`src/rtl/modulation_multiplier_if.sv`:
```
// Bundle for the modulation multiplier: swapchain controls, BRAM read port,
// and the intensity/phase sample stream in both directions.
interface modulation_multiplier_if #(
    parameter int NumSegment = 2,
    parameter int DepthBits  = 15
);
    logic                            SEGMENT;
    logic                            STOP;
    logic [DepthBits*NumSegment-1:0] IDX;
    logic [DepthBits:0]              MOD_ADDR;
    logic [7:0]                      MOD_DATA;
    logic                            DIN_VALID;
    logic [7:0]                      INTENSITY_IN;
    logic [7:0]                      PHASE_IN;
    logic                            DOUT_VALID;
    logic [7:0]                      INTENSITY_OUT;
    logic [7:0]                      PHASE_OUT;
    logic [7:0]                      MOD_CUR;

    modport master (
        output SEGMENT, STOP, IDX, MOD_DATA, DIN_VALID, INTENSITY_IN, PHASE_IN,
        input  MOD_ADDR, DOUT_VALID, INTENSITY_OUT, PHASE_OUT, MOD_CUR
    );

    modport slave (
        input  SEGMENT, STOP, IDX, MOD_DATA, DIN_VALID, INTENSITY_IN, PHASE_IN,
        output MOD_ADDR, DOUT_VALID, INTENSITY_OUT, PHASE_OUT, MOD_CUR
    );
endinterface

```
`src/rtl/modulation_multiplier.sv`:
```
// Scales each intensity sample by the per-frame modulation value fetched from BRAM;
// phase rides alongside through a fixed 4-cycle pipeline.
module modulation_multiplier #(
    parameter int  NumSegment = 2,
    parameter int  DepthBits  = 15,
    localparam int Latency    = 4
) (
    input logic                   CLK,
    input logic                   RST_N,
    modulation_multiplier_if.slave bus
);
    logic [DepthBits:0]   r_mod_addr;
    logic [1:0]           r_tag_vld;
    logic [7:0]           r_mod_fetched;
    logic [7:0]           r_mod_frame;
    logic                 r_din_vld_d;
    logic [DepthBits-1:0] w_idx;
    logic                 w_frame_start;
    logic [7:0]           w_mod_use;

    logic [7:0]           r_s1_int;
    logic [8:0]           r_s1_scale;
    logic [16:0]          r_s2_prod;
    logic [7:0]           r_s3_res;
    logic [7:0]           r_int_out;
    logic [Latency-1:0]   r_vld;
    logic [7:0]           r_ph [Latency];

    always_comb begin
        // NOTE: default first so a segment value matching no slot cannot infer a latch.
        w_idx = '0;
        for (int s = 0; s < NumSegment; s++) begin
            if (int'(bus.SEGMENT) == s) w_idx = bus.IDX[s*DepthBits +: DepthBits];
        end
    end

    assign w_frame_start = bus.DIN_VALID & ~r_din_vld_d;
    // The first sample of a burst must see the value being loaded this very cycle.
    assign w_mod_use     = w_frame_start ? r_mod_fetched : r_mod_frame;

    always_ff @(posedge CLK or negedge RST_N) begin
        if (!RST_N) begin
            r_mod_addr    <= '0;
            r_tag_vld     <= '0;
            r_mod_fetched <= '0;
            r_mod_frame   <= '0;
            r_din_vld_d   <= 1'b0;
        end else begin
            // NOTE: non-blocking throughout, so every read below sees the pre-edge value.
            if (!bus.STOP) r_mod_addr <= {bus.SEGMENT, w_idx};
            r_tag_vld   <= {r_tag_vld[0], ~bus.STOP};
            if (r_tag_vld[1]) r_mod_fetched <= bus.MOD_DATA;
            r_din_vld_d <= bus.DIN_VALID;
            if (w_frame_start) r_mod_frame <= r_mod_fetched;
        end
    end

    always_ff @(posedge CLK or negedge RST_N) begin
        if (!RST_N) begin
            r_s1_int   <= '0;
            r_s1_scale <= '0;
            r_s2_prod  <= '0;
            r_s3_res   <= '0;
            r_int_out  <= '0;
            r_vld      <= '0;
            // NOTE: the phase delay line is cleared too, so a reset mid-burst leaves nothing to leak out.
            for (int i = 0; i < Latency; i++) r_ph[i] <= '0;
        end else begin
            r_s1_int   <= bus.INTENSITY_IN;
            r_s1_scale <= {1'b0, w_mod_use} + 9'd1;
            r_s2_prod  <= 17'(r_s1_int) * 17'(r_s1_scale);
            r_s3_res   <= 8'(r_s2_prod >> 8);
            r_int_out  <= r_vld[Latency-2] ? r_s3_res : '0;
            r_vld      <= {r_vld[Latency-2:0], bus.DIN_VALID};
            r_ph[0]    <= bus.PHASE_IN;
            for (int i = 1; i < Latency - 1; i++) r_ph[i] <= r_ph[i-1];
            r_ph[Latency-1] <= r_vld[Latency-2] ? r_ph[Latency-2] : '0;
        end
    end

    assign bus.MOD_ADDR      = r_mod_addr;
    assign bus.DOUT_VALID    = r_vld[Latency-1];
    assign bus.INTENSITY_OUT = r_int_out;
    assign bus.PHASE_OUT     = r_ph[Latency-1];
    assign bus.MOD_CUR       = r_mod_frame;
endmodule

```
`src/flat_wrapper.sv`:
```
// flat-port wrapper written by rule: the top's interface ports become plain ports
module modulation_multiplier_flat 
#(
    parameter int  NumSegment = 2,
    parameter int  DepthBits  = 15,
    localparam int Latency    = 4
)
  (CLK, RST_N, bus_SEGMENT, bus_STOP, bus_IDX, bus_MOD_DATA, bus_DIN_VALID, bus_INTENSITY_IN, bus_PHASE_IN, bus_MOD_ADDR, bus_DOUT_VALID, bus_INTENSITY_OUT, bus_PHASE_OUT, bus_MOD_CUR);
  modulation_multiplier_if #(.NumSegment(NumSegment), .DepthBits(DepthBits)) bus_i ();
  input logic CLK;
  input logic RST_N;
  input wire logic [$bits(bus_i.SEGMENT)-1:0] bus_SEGMENT;
  input wire logic [$bits(bus_i.STOP)-1:0] bus_STOP;
  input wire logic [$bits(bus_i.IDX)-1:0] bus_IDX;
  input wire logic [$bits(bus_i.MOD_DATA)-1:0] bus_MOD_DATA;
  input wire logic [$bits(bus_i.DIN_VALID)-1:0] bus_DIN_VALID;
  input wire logic [$bits(bus_i.INTENSITY_IN)-1:0] bus_INTENSITY_IN;
  input wire logic [$bits(bus_i.PHASE_IN)-1:0] bus_PHASE_IN;
  output wire logic [$bits(bus_i.MOD_ADDR)-1:0] bus_MOD_ADDR;
  output wire logic [$bits(bus_i.DOUT_VALID)-1:0] bus_DOUT_VALID;
  output wire logic [$bits(bus_i.INTENSITY_OUT)-1:0] bus_INTENSITY_OUT;
  output wire logic [$bits(bus_i.PHASE_OUT)-1:0] bus_PHASE_OUT;
  output wire logic [$bits(bus_i.MOD_CUR)-1:0] bus_MOD_CUR;
  assign bus_i.SEGMENT = bus_SEGMENT;
  assign bus_i.STOP = bus_STOP;
  assign bus_i.IDX = bus_IDX;
  assign bus_i.MOD_DATA = bus_MOD_DATA;
  assign bus_i.DIN_VALID = bus_DIN_VALID;
  assign bus_i.INTENSITY_IN = bus_INTENSITY_IN;
  assign bus_i.PHASE_IN = bus_PHASE_IN;
  assign bus_MOD_ADDR = bus_i.MOD_ADDR;
  assign bus_DOUT_VALID = bus_i.DOUT_VALID;
  assign bus_INTENSITY_OUT = bus_i.INTENSITY_OUT;
  assign bus_PHASE_OUT = bus_i.PHASE_OUT;
  assign bus_MOD_CUR = bus_i.MOD_CUR;
  modulation_multiplier #(.NumSegment(NumSegment), .DepthBits(DepthBits)) u_core (.CLK(CLK), .RST_N(RST_N), .bus(bus_i));
endmodule
```
`config.mk`:
```
export PLATFORM = sky130hd
export DESIGN_NAME = modulation_multiplier_flat
export DESIGN_NICKNAME = d
export VERILOG_FILES = /design/src/rtl/modulation_multiplier_if.sv /design/src/rtl/modulation_multiplier.sv /design/src/flat_wrapper.sv
export SDC_FILE = /design/constraint.sdc
export NUM_CORES = 1
export LEC_CHECK = 0
export CORE_MARGIN = 2
export CORE_UTILIZATION = 40
export DETAILED_ROUTE_END_ITERATION = 16
export MAX_ROUTING_LAYER = met4
export SLEW_MARGIN = 20
export SYNTH_ARGS = -nofsm -noshare
export SYNTH_HDL_FRONTEND = slang
export SYNTH_SLANG_ARGS = --single-unit
```
`constraint.sdc`:
```
create_clock -name CLK -period 7.2 [get_ports CLK]
set_input_delay 0.72 -clock CLK [delete_from_list [all_inputs] [get_ports CLK]]
set_output_delay 0.72 -clock CLK [all_outputs]
set_load 0.02 [all_outputs]
```
==> results.toml <==
[outcome]
run_status = "completed"

[power]
internal-power_w = 0.00177
portion_of_total_power_attributed_to_combinational_logic_pct = 56.2
clkPwrFrac_pct = 17.6
post-layout-total-power_w = 0.00309
power.density_mw_per_mm2 = 419
seq_power_share_pct = 26.2
p_sw_share_pct = 42.6
irDropWorstVdd_uv = 316
p_switching_w = 0.00132
leakage_nw = 3.49

[timing]
totalNegativeSetupSlack_ps = 0
worstMarginPinSlew_ps = 962
rsz0062_at_grt = "no"
finalCriticalPeriod_ps = 4410
max_freq_mhz = 227
final.hold.worst_slack_ps = 256
maxSlewHeadroom_pct = 35.7
timing.final.crit_share_pct = 61.2
clock_skew_ps = 6.92
final_count_of_pins_violating_max_slew = 0
finalHoldViolCount = 0
setup_violations = 0

[placement]
place.detailed.hpwl_mm = 8.92
portBuffers = 99
place_congestion = 0.822

[clock_tree]
post-cts-setup-buffers = 0
clkSlewWorstSetupHoldPaths_ps = 80
htree_levels = 3
clock_latency_ps = 360
cts_buffer_depth = 2
tritoncts_clock_tree = "built"
cts_buffers = 9
postCtsHoldBufs = 0
clock-root-buffer = "sky130_fd_sc_hd__clkbuf_16"
tritoncts_num_sinks = 111
post_cts_resize_count = 0

[final_layout]
regArea_mm2 = 0.00278
area_delta_synth_final_pct = 24.5
insertedDiodeCount = 0
n_fill_cell = 1325
layout-drive-gt1-share_pct = 6.29
layout.nets = 731
multi_input_area_mm2 = 0.00277

[worst_setup_path]
worst_r2r_startpoint = "u_core.r_s1_scale[7]"
crit_required_ps = 7440
worstReg2RegEnd = "u_core.r_s2_prod[13]"
worstPathCellList = "and2_1, fa_1, fa_1, fa_1, inv_1, fa_1, inv_1, ha_1, a21o_1, a31o_1, or3_1, a31oi_1, nor3_1"
timing.critical_path.slowest_stage_cell = "sky130_fd_sc_hd__fa_1"
worst_setup_sp_type = "flop"
worst_path_dominant_cell_family = "adder cells"
launching_element_of_the_worst_setup_path = "u_core.r_s1_scale[7]"
criticalPathCategory = "reg -> reg"
cp_max_fo = 8
setup.worst_path.end_class = "flop"
critical_path.max_stage_delay_ps = 540
timing.critical_path.mode_cell = "sky130_fd_sc_hd__fa_1"
setup.reg_to_reg.worst_slack_ps = 2790
worstRegToRegCells = 13
signal_arrival_time_at_the_worst_endpoint_ps = 4650
critical_path_buf_inv_count = 2

[routing]
post_drt_via_cell_ratio = 4.78
dr_total_vias = 3765
drcViolationCount = 0
detail-route-antenna-nets = 0
route.final.wire_length_mm = 11.6
drtPass1Iterations = 4
wl_per_cell_um = 14.7
dr.first_iter.drc_count = 231

[global_routing]
antenna_found_initial = 0
globalRoute.totalOverflow = 0
grt_max_degree = 84
grt_util_all_layers_pct = 16.3
first_global_vias = 3985
grt_pass1_wl_mm = 19.8

[floorplanning]
initial_core_util_pct = 40.8
num_io_pins = 100
die_height_um = 126
die_width_um = 126
std_cell_rows = 44
design.core.area_mm2 = 0.0145
design.die.area_mm2 = 0.0158

[worst_hold_path]
min-delay-path-class = "in -> async"

[yosys]
syn-cell-area_mm2 = 0.00591
ys_warn_count = 0
number_of_cells_produced_by_synthesis = 507
ys_types = 43
average_cell_area_after_synthesis_um2 = 11.7
synth.net_count = 639
sequential_element_share_of_the_synthesized_area_pct = 47.0
synth_seq_cells = 111

[run]
max-cap-violations = 0
[cell usage in the layout (no fill, tap or decap), types with 2 or more instances in the layout]
cell,Yosys,layout
sky130_fd_sc_hd__nand4_1,3,3
sky130_fd_sc_hd__a21o_1,5,5
sky130_fd_sc_hd__mux2_2,14,14
sky130_fd_sc_hd__inv_1,65,65
sky130_fd_sc_hd__nor2b_1,2,2
sky130_fd_sc_hd__fa_1,40,40
sky130_fd_sc_hd__nand2b_1,2,2
sky130_fd_sc_hd__and3_1,5,5
sky130_fd_sc_hd__nor2_1,7,7
sky130_fd_sc_hd__clkdlybuf4s50_1,0,98
sky130_fd_sc_hd__nand2_1,43,43
sky130_fd_sc_hd__dfrtp_1,111,111
sky130_fd_sc_hd__o21ai_0,17,17
sky130_fd_sc_hd__and2_1,67,67
sky130_fd_sc_hd__a21oi_1,7,7
sky130_fd_sc_hd__ha_1,33,33
sky130_fd_sc_hd__clkinv_8,0,2
sky130_fd_sc_hd__nor3_1,2,2
sky130_fd_sc_hd__or3_1,2,2
sky130_fd_sc_hd__xnor2_1,12,12
sky130_fd_sc_hd__xor2_1,3,3
sky130_fd_sc_hd__clkbuf_16,0,9
sky130_fd_sc_hd__o21ai_1,5,5
sky130_fd_sc_hd__nand3_1,4,4
sky130_fd_sc_hd__a31oi_1,4,4
sky130_fd_sc_hd__mux2i_1,19,19
[area by class of cell]
class	instances	share of cell area, %
sequential	111	37.7
multi-input combinational	312	37.7
timing repair buffer	100	13.6
inverter	65	3.32
tap	184	3.13
clock buffer	9	3.06
clock inverter	7	1.46
[cells in the mapped netlist (all sizes together)]
master    n  share of area [%]
ha       33                7.0
a221oi    1               0.25
o22a      1               0.15
and4      2               0.32
inv      65                4.1
o31ai     1               0.13
clkbuf    7               0.44
nand3     4               0.34
a31oi     5               0.64
nor3      2               0.17
fa       40                 14
nand4b    1               0.15
dfrtp   111                 47
a311oi    1               0.15
nand4     3               0.32
a21o      5               0.64
nand2b    3               0.44
nor2      7               0.44
a21boi    1               0.13
o21ai    22                1.9
or3       2               0.21
xor2      3               0.44
mux2     14                2.7
and3      5               0.53
nand2    44                2.8
buf      12                1.5
and4b     1               0.17
nor2b     2               0.21
a31o      1               0.15
a21oi     8               0.74
xnor2    12                1.8
o21a      1               0.13
mux2i    19                3.2
and2     67                7.1
o22ai     1               0.11
[stage by stage]
| step | instances | area, µm² | worst slack, ps | utilization [%] |
|---|---|---|---|---|
| after floorplan | 507 | 5910 | 2950 | - |
| after global placement | 772 | 7020 | 2850 | 48.5 |
| after detailed placement | 772 | 7020 | 2800 | 48.5 |
| after CTS | 788 | 7350 | 2780 | 50.8 |
| after global routing | 788 | 7360 | 2550 | 50.8 |
| final | 788 | 7360 | 2790 | 50.8 |
[worst max path at each step]
stage	to	slack, ps	cells past startpoint
finish	u_core.r_s2_prod[13]	2790	13
global route	u_core.r_s2_prod[15]	2550	13
CTS	u_core.r_s2_prod[13]	2780	13
detailed placement	u_core.r_s2_prod[13]	2800	13
global placement	u_core.r_s2_prod[13]	2850	13
floorplan	u_core.r_s2_prod[13]	2950	15
[routing by layer]
| layer | wire length (µm) | GRT usage [%] | vias to the layer above |
|---|---|---|---|
| met1 | 5300 | 21.1 | 1858 |
| met3 | 497 | 3.85 | 21 |
| met5 | 0 | - | - |
| li1 | - | - | 1795 |
| met2 | 5520 | 24.9 | 91 |
| met4 | 248 | 6.47 | 0 |
[power by group through the flow]
stage                     registers [W]  clock network (W)  logic (W)
after floorplan                0.000836                  0    0.00129
after global placement         0.000820                  0    0.00174
after detailed placement       0.000824                  0    0.00173
after CTS                      0.000812           0.000564    0.00175
after global routing           0.000827           0.000590    0.00199
final                          0.000810           0.000542    0.00173
[sequential cells by signal, summed over array words and instances, names as in the netlist]
name	count
u_core.bus.INTENSITY_OUT	8
u_core.bus.MOD_ADDR	16
u_core.bus.MOD_CUR	8
u_core.bus.PHASE_OUT	8
u_core.r_mod_fetched	8
u_core.r_ph	24
u_core.r_s1_int	8
u_core.r_s1_scale	9
u_core.r_s2_prod	8
u_core.r_s3_res	8
u_core.r_tag_vld	2
u_core.r_vld	4
[cell families after synthesis]
kind of cell	synth area share, %
buffers and inverters	6.04
xor gates and xnor gates	2.22
DFF	47.0
and+or+nand+nor	13.2
AOI/OAI and AO/OA	5.06
adders and majority gates	20.5
muxes	5.89
[worst reg2reg max path, delay by kind of cell (launching register included)]
kind / cells / cell delay (ps)
fa+ha+maj: 5 / 2430
flops: 1 / 490
compound gates: 3 / 650
buf+inv: 2 / 90
simple gates: 3 / 620
No activity file was read; power rests on OpenSTA's default activity.
